--- src/rtl/uart_rx.sv ---
// rtl/uart_rx.sv - serial receiver assembling NUM_WORDS words into one valid/ready beat
`timescale 1ns/1ps
//
// Purpose:
//   Receives words framed as start(0), BITS_PER_WORD inverted data bits LSB
//   first, then one or more stop bits (1). NUM_WORDS consecutive words are
//   collected in an assembly register and handed to a separate output
//   register, so reception carries on while a finished beat waits for the
//   downstream side.
//
// Ports:
//   clk        clock
//   rst        asynchronous active-high reset
//   rx         serial line, asynchronous to clk, idle high
//   m_data     assembled beat, m_data[0] is the first word received
//   m_valid    beat available
//   m_ready    downstream accepts the beat when m_valid && m_ready
//   frame_err  one-cycle pulse when a stop bit is sampled low
//   overrun    one-cycle pulse when a completed beat is dropped while the
//              output register is still held
module uart_rx #(
   parameter  int CLOCKS_PER_PULSE = 4,
   parameter  int BITS_PER_WORD    = 8,
   parameter  int W_OUT            = 24,
   localparam int NUM_WORDS        = W_OUT / BITS_PER_WORD
) (
   input  logic                                      clk,
   input  logic                                      rst,
   input  logic                                      rx,
   output logic [NUM_WORDS-1:0][BITS_PER_WORD-1:0]   m_data,
   output logic                                      m_valid,
   input  logic                                      m_ready,
   output logic                                      frame_err,
   output logic                                      overrun
);

   localparam int CW = $clog2(CLOCKS_PER_PULSE);
   localparam int BW = $clog2(BITS_PER_WORD + 1);
   localparam int WW = (NUM_WORDS > 1) ? $clog2(NUM_WORDS) : 1;

   // Start bit is checked near its middle; data and stop bits are then
   // sampled one full bit period apart, which keeps them mid-bit as well.
   localparam logic [CW-1:0] HALF_CNT  = CW'((CLOCKS_PER_PULSE - 1) / 2);
   localparam logic [CW-1:0] LAST_CNT  = CW'(CLOCKS_PER_PULSE - 1);
   localparam logic [BW-1:0] LAST_BIT  = BW'(BITS_PER_WORD - 1);
   localparam logic [WW-1:0] LAST_WORD = WW'(NUM_WORDS - 1);

   typedef enum logic [1:0] {
      IDLE  = 2'd0,
      START = 2'd1,
      DATA  = 2'd2,
      STOP  = 2'd3
   } state_t;

   state_t                                  state_q;
   state_t                                  state_d;

   logic                                    rx_meta;
   logic                                    rx_s;

   logic [CW-1:0]                           c_clocks;
   logic [BW-1:0]                           c_bits;
   logic [WW-1:0]                           c_word;

   logic [BITS_PER_WORD-1:0]                shift_q;
   logic [NUM_WORDS-1:0][BITS_PER_WORD-1:0] asm_q;

   // Cleared by a framing error so that a line stuck low (break) cannot
   // immediately retrigger a start; re-armed once the line is seen high.
   logic                                    line_armed;

   logic                                    start_tick;
   logic                                    bit_tick;
   logic                                    stop_tick;
   logic                                    word_ok;
   logic                                    word_bad;
   logic                                    beat_done;
   logic [NUM_WORDS-1:0][BITS_PER_WORD-1:0] beat_assembled;

   // Two-flop synchroniser; resets to the idle line level.
   always_ff @(posedge clk or posedge rst) begin
      if (rst) begin
         rx_meta <= 1'b1;
         rx_s    <= 1'b1;
      end else begin
         rx_meta <= rx;
         rx_s    <= rx_meta;
      end
   end

   // State register.
   always_ff @(posedge clk or posedge rst) begin
      if (rst) begin
         state_q <= IDLE;
      end else begin
         state_q <= state_d;
      end
   end

   // Next-state logic.
   always_comb begin
      state_d = state_q;
      case (state_q)
         IDLE: begin
            if (line_armed && !rx_s) begin
               state_d = START;
            end
         end
         START: begin
            // A start bit that is high again at mid-bit was a glitch.
            if (start_tick) begin
               state_d = rx_s ? IDLE : DATA;
            end
         end
         DATA: begin
            if (bit_tick && (c_bits == LAST_BIT)) begin
               state_d = STOP;
            end
         end
         STOP: begin
            if (stop_tick) begin
               state_d = IDLE;
            end
         end
         default: begin
            state_d = IDLE;
         end
      endcase
   end

   // Decoded strobes driving the datapath.
   always_comb begin
      start_tick = (state_q == START) && (c_clocks == HALF_CNT);
      bit_tick   = (state_q == DATA)  && (c_clocks == LAST_CNT);
      stop_tick  = (state_q == STOP)  && (c_clocks == LAST_CNT);
      word_ok    = stop_tick && rx_s;
      word_bad   = stop_tick && !rx_s;
      beat_done  = word_ok && (c_word == LAST_WORD);
      // Assembly register with the word just finished merged into its slot;
      // on the last word this is the complete beat.
      for (int i = 0; i < NUM_WORDS; i++) begin
         beat_assembled[i] = (WW'(i) == c_word) ? shift_q : asm_q[i];
      end
   end

   // Counters, shift/assembly registers and the output register.
   always_ff @(posedge clk or posedge rst) begin
      if (rst) begin
         c_clocks   <= '0;
         c_bits     <= '0;
         c_word     <= '0;
         shift_q    <= '0;
         asm_q      <= '0;
         line_armed <= 1'b1;
         m_data     <= '0;
         m_valid    <= 1'b0;
         frame_err  <= 1'b0;
         overrun    <= 1'b0;
      end else begin
         frame_err <= word_bad;
         overrun   <= beat_done && m_valid && !m_ready;

         case (state_q)
            IDLE: begin
               c_clocks <= '0;
               if (rx_s) begin
                  line_armed <= 1'b1;
               end
            end
            START: begin
               if (start_tick) begin
                  c_clocks <= '0;
                  c_bits   <= '0;
               end else begin
                  c_clocks <= c_clocks + CW'(1);
               end
            end
            DATA: begin
               if (bit_tick) begin
                  c_clocks <= '0;
                  c_bits   <= c_bits + BW'(1);
                  // Shift in from the top so the first bit ends up in bit 0;
                  // the line carries inverted data.
                  shift_q  <= {~rx_s, shift_q[BITS_PER_WORD-1:1]};
               end else begin
                  c_clocks <= c_clocks + CW'(1);
               end
            end
            STOP: begin
               if (stop_tick) begin
                  c_clocks <= '0;
                  if (rx_s) begin
                     asm_q  <= beat_assembled;
                     c_word <= beat_done ? '0 : c_word + WW'(1);
                  end else begin
                     // Drop any partial beat so the next transfer starts
                     // word-aligned.
                     c_word     <= '0;
                     line_armed <= 1'b0;
                  end
               end else begin
                  c_clocks <= c_clocks + CW'(1);
               end
            end
            default: begin
               c_clocks <= '0;
            end
         endcase

         // A completed beat is only taken when the output slot is free or is
         // being emptied this cycle; otherwise the held beat wins.
         if (beat_done && (!m_valid || m_ready)) begin
            m_data  <= beat_assembled;
            m_valid <= 1'b1;
         end else if (m_valid && m_ready) begin
            m_valid <= 1'b0;
         end
      end
   end

endmodule

--- config.mk ---
export PLATFORM = sky130hd
export DESIGN_NAME = uart_rx
export DESIGN_NICKNAME = d
export VERILOG_FILES = /design/src/rtl/uart_rx.sv
export SDC_FILE = /design/constraint.sdc
export NUM_CORES = 1
export LEC_CHECK = 0
export CAP_MARGIN = 20
export CORE_UTILIZATION = 40
export CTS_CLUSTER_SIZE = 24
export DETAILED_ROUTE_END_ITERATION = 7
export PLACE_DENSITY = 0.69
export SYNTH_ARGS = -nofsm -noshare
export SYNTH_HDL_FRONTEND = slang
export SYNTH_SLANG_ARGS = --single-unit
--- constraint.sdc ---
create_clock -name clk -period 2.1 [get_ports clk]
set_input_delay 0.21 -clock clk [delete_from_list [all_inputs] [get_ports clk]]
set_output_delay 0.21 -clock clk [all_outputs]
set_load 0.01 [all_outputs]
# --- Yosys cells after proc, flatten, opt, wreduce, memory -nomap -nowiden ---
# Index checks and enable logic that the tools add are counted.
totals:
  out_inout_bits: 27
  ff_bits: 72
classes:
  addsub: 3
  eq_ne: 16
  bitwise_logic: 1
  n_reduce_logical: 27
  muxes: 24
ops:
  columns: ["cell", "count"]
  rows:
  - ["$mux 8", 3]
  - ["$mux 2", 10]
  - ["$pmux 2 s4", 2]
  - ["$ne 2x2->1 const B", 7]
  - ["$logic_and 1x1->1", 12]
  - ["$eq 2x2->1 const B", 4]
  - ["$mux 4", 2]
  - ["$pmux 4 s2", 1]
  - ["$reduce_and 4->1", 2]
  - ["$reduce_and 3->1", 2]
  - ["$reduce_bool 2->1", 3]
  - ["$mux 1", 5]
  - ["$add 2x1->2 const B", 2]
  - ["$add 4x1->4 const B", 1]
  - ["$eq 2x1->1 const B", 2]
  - ["$eq 4x3->1 const B", 1]
  - ["$logic_not 2->1", 2]
  - ["$reduce_and 2->1", 2]
  - ["$logic_not 1->1", 3]
  - ["$eq 1x2->1 const A", 1]
  - ["$eq 2x2->1 const A", 1]
  - ["$pmux 1 s2", 1]
  - ["$logic_or 1x1->1", 1]
  - ["$not 1->1", 1]

# --- Logic depth before layout (Yosys ltp) ---
depth:
  depth_word: 6
  depth_mapped: 5
  depth_no_buf: 5

# --- Least setup slack after synthesis ---
# OpenSTA, ideal clock, no wires.
synth_timing:
  path_type: "reg-to-reg"
  start: "register rx_s"
  end: "register m_data[10] in the netlist's numbering"
  slack_ns: 0.315
  path_stages_with_launch: 6
  arrival_ns: 1.660
  setup_time_ns: 0.125
  cell_sequence: "dfstp_2 -> clkbuf_2 -> nand4b_4 -> nor3_4 -> buf_6 -> mux2_2"
synth_via:
  elab_chain_cells: 3
synth_lines:
  columns: ["item", "line", "source"]
  rows:
  - ["start: declaration", "59", "logic rx_s;"]
  - ["start signal: assignment", "87", "rx_s <= rx_meta;"]
  - ["$logic_and 1x1->1", "136", "word_ok = stop_tick && rx_s;"]
  - ["$logic_and 1x1->1", "138", "beat_done = word_ok && (c_word == LAST_WORD);"]
  - ["$logic_and 1x1->1", "212", "if (beat_done && (!m_valid || m_ready)) begin"]
  - ["end signal: assignment", "213", "m_data <= beat_assembled;"]
  - ["end: declaration", "30", "output logic [NUM_WORDS-1:0][BITS_PER_WORD-1:0] m_data,"]
# Every way passes these cells.
# A chain may end at the register's enable or synchronous reset.

# --- Final worst setup path ---
layout_timing:
  start: "register c_clocks[0]"
  end: "register asm_q[1] in the netlist's numbering"
layout_via:
  elab_chain_cells: 3
layout_lines:
  columns: ["item", "line", "source"]
  rows:
  - ["start: declaration", "61", "logic [CW-1:0] c_clocks;"]
  - ["start signal: assignment", "175", "c_clocks <= c_clocks + CW'(1);"]
  - ["start signal: assignment", "186", "c_clocks <= c_clocks + CW'(1);"]
  - ["start signal: assignment", "202", "c_clocks <= c_clocks + CW'(1);"]
  - ["$eq 2x2->1", "135", "stop_tick = (state_q == STOP) && (c_clocks == LAST_CNT);"]
  - ["$logic_and 1x1->1", "135", null]
  - ["$reduce_and 3->1 (no line)", null, null]
  - ["end signal: assignment", "193", "asm_q <= beat_assembled;"]
  - ["end: declaration", "66", "logic [NUM_WORDS-1:0][BITS_PER_WORD-1:0] asm_q;"]
# Every way passes these cells.

==> summary by stage <==
Outcome
The flow ran to the end, but the final reports show violations. The checks that failed: design-rule violations.

Critical path
The worst register-to-register path has a depth of 4. The worst setup path is captured at a register. The startpoint kind of the worst setup timing path is a register.

The class of the most critical setup path is register to register. The data required time of the worst path is ~2.3 ns. For the worst setup path, the data arrival time is 2.04 ns. The top fanout value on the critical path is 9.

Final layout
The final layout contains roughly 250 nets. The area growth from synthesis to layout is 22.5%. In the final layout, the share of cells above drive strength 1 is a little under 40%.

The number of antenna diodes in the final layout is 0. Fill cells in the final layout number 555.

Timing
The clock tree skew after final layout is approximately 0.0066 ns. After layout, the minimum clock period comes to 1.82 ns. For the pin with the worst max-slew slack, the measured transition is 0.449 ns. The number of endpoints with negative hold slack in the final report came to 0.

The worst pin sits at a relative slew slack of about 70%. The final-report setup violation count is 0. For the final routed database, the setup TNS stands at 0 ns.

The max-slew violation count is 0. Setup repair after global routing left no endpoint under its margin. The final critical path takes up 86.9% of the cycle.

Based on the critical path, the design can be clocked at up to about 550 MHz. The tightest hold path in the finished design has a slack of about 0.18 ns.

Die
The vertical die dimension is between 80 and 90 um. The core region is approximately 6500 sq um. The number of top-level pins is 31. The initial cell density of the core is roughly 42%. The die is about 85 um wide. The die covers roughly 7000 sq um. The number of core rows is 29.

GRT
The largest net degree at the start of global routing is 49. Global routing finished with a remaining overflow of 0. The global-route wire length before repair is around 8100 um. The via count of the first global-routing pass is about 1.6k. The initial antenna violation count is 0.

The all-layer global routing usage is roughly 15%.

Clock network
The number of buffers inserted during clock tree synthesis is 9. Gates resized during post-CTS repair numbered 0. The tree built by TritonCTS fans out to between 60 and 70 sinks. The maximum clock insertion buffer count is 2. The CTS clock-pin slew for the worst setup and hold paths is around 0.070 ns. After clock tree synthesis, the setup repair step added 0 buffers.

The clock tree from TritonCTS is built. The clock latency of the later-clocked register in the worst-skew pair is 0.33 ns. The post-cts hold buffer count is 0. The number of H-tree branching levels is 3. The tree is rooted in a clkbuf_8.

Synthesis
The synthesized flop and latch total is 64. After synthesis, the largest family of logic cells by area is multiplexers. Of the total synthesized cell area, the portion taken by AND, OR, NAND and NOR gates is 7.79%. The adder-cell share of the synthesized area is about 1.4%. The synthesized netlist devotes 0% of its cell area to XOR and XNOR gates.

The synthesized area per cell is 14.1 sq um. The portion of netlist area occupied by mux cells is about a quarter. The number of cells produced by synthesis is 195. The share of the Yosys chip area taken by registers is 58.5%. Summing every instance area after synthesis gives ~2700 sq um. The number of distinct library cell variants in the gate-level netlist after synthesis is 32.

The Yosys step of the flow raised 0 warnings. Summing the areas of all compound-gate instances in the mapped netlist gives 3.69% of the synthesized area. The number of nets in the synthesized netlist is 202.

Place
During placement, the flow inserted port buffers numbering 30. At the end of routability-driven placement, the weighted congestion stood at roughly 0.75. Once detailed placement completed, the half-perimeter wirelength came to 3200 um.

Route
For this run, design rule violations remaining after detail routing come to 4. The first detailed-routing pass took 8 iterations. The detailed-route wire length per cell is ~15 um. The detailed router finished its first iteration with between 80 and 90 violations. Wires add up to ~4800 um. In the routed layout, each cell is associated on average with a via count of 5.13. The total vias in the final route is roughly 1.7k. Once detail routing completed, the nets flagged for antenna violations numbered 0.

Job
Max-cap violations in this run came to 0.

Power
Dividing total power by cell area gives a power density of between 800 and 900 nW/um^2. The static leakage is 1.63 nW. VDD sags by at most around 0.50 mV.

Min path
The min-delay analysis places its worst path in the category primary input to async pin.
-- power breakdown --
part,total (mW),leakage (nW),internal (mW),switching [mW]
Combinational,0.555,0.669,0.273,0.282
Clock,0.932,0.0877,0.494,0.438
Sequential,1.48,0.874,1.34,0.140
-- worst max-delay path, cell delays in order, from the launching register on --
cell and delay, ns:
dfrtp_1 0.38, ha_1 0.30, nand4b_4 0.18, nor3b_4 0.46, mux2_2 0.39
-- registers in the layout, summed over array words and instances, names as in the netlist, named ones only --
name	count
shift_q	8
m_data	24
c_bits	4
m_valid	1
state_q	1
line_armed	1
frame_err	1
rx_meta	1
overrun	1
c_word	2
asm_q	16
c_clocks	2
rx_s	1
-- metrics by stage --
step                cells  setup slack, ns  power, mW  instance area [sq um]  utilization, %
floorplan             195            0.297       1.88                   2750               -
global placement      306            0.319       2.04                   3190            49.1
detailed placement    306            0.248       2.05                   3190            49.1
CTS                   322            0.248       3.00                   3360            51.8
global route          322            0.125       3.14                   3360            51.8
finish                322            0.276       2.97                   3360            51.8
-- final timing paths --
kind / from / end / slack (ns)
min in group clk: rx / rx_meta$_DFF_PP1_ / 0.29
max in group asynchronous: rst / asm_q[14]$_DFFE_PP0P_ / 1.36
setup / recovery: c_clocks[0]$_DFF_PP0_ / asm_q[1]$_DFFE_PP0P_ / 0.28
hold / removal: rst / async pin / 0.18
hold reg to reg: rx_meta$_DFF_PP1_ / rx_s$_DFF_PP1_ / 0.36
setup reg to reg: c_clocks[0]$_DFF_PP0_ / asm_q[1]$_DFFE_PP0P_ / 0.28
-- layer usage --
metal / GRT usage (%) / part of all wire [%]
met5: 0 / 0
met4: 6.93 / 1.5
met3: 4.77 / 4.1
met2: 21.4 / 45
met1: 20.7 / 50
-- kinds of logic (layout without fill, tap and decap cells) --
logic type      count (synthesis)  count (layout)
fa+ha+maj                       3               3
simple gates                   34              34
compound gates                 17              17
buf+inv                        13              63
flops                          64              64
mux                            64              64
-- cell usage after synthesis (all sizes together) --
| library cell | n | area, sq um |
|---|---|---|
| a21o | 2 | 15.0 |
| a21oi | 8 | 40.0 |
| a221oi | 1 | 8.76 |
| a311oi | 1 | 8.76 |
| a31oi | 1 | 6.26 |
| and2 | 1 | 6.26 |
| buf | 3 | 30.0 |
| clkbuf | 4 | 16.3 |
| dfrtp | 61 | 1530 |
| dfstp | 3 | 78.8 |
| ha | 3 | 37.5 |
| inv | 6 | 22.5 |
| mux2 | 63 | 709 |
| mux2i | 1 | 10.0 |
| nand2 | 7 | 26.3 |
| nand3 | 2 | 10.0 |
| nand3b | 2 | 15.0 |
| nand4b | 1 | 23.8 |
| nor2 | 11 | 46.3 |
| nor2b | 3 | 18.8 |
| nor3 | 2 | 21.3 |
| nor3b | 2 | 26.3 |
| o21ai | 3 | 15.0 |
| o31ai | 1 | 7.51 |
| or2 | 1 | 6.26 |
| or3 | 1 | 6.26 |
| or4 | 1 | 7.51 |
-- cell usage in the layout, fill, tap and decap left out, drive strengths merged, types with 2 or more instances in the layout --
cell           instances
mux2                  63
o21ai                  3
nor3b                  2
nand2                  7
buf                   11
a21oi                  8
ha                     3
nand3b                 2
a21o                   2
nor3                   2
nor2b                  3
clkbuf                15
clkdlybuf4s50         30
dfstp                  3
dfrtp                 61
nand3                  2
nor2                  11
inv                    6
-- cell type report --
class	instances	area [sq um]	area share, %
clock buffers	15	166	4.95
clock inverters	1	5.00	0.149
flip-flops and latches	64	1610	47.7
repair buffers	41	395	11.8
inverters	6	22.5	0.670
multi-input cells	118	1070	31.9
well taps	77	96.3	2.86
(Power assumes the default switching activity.)
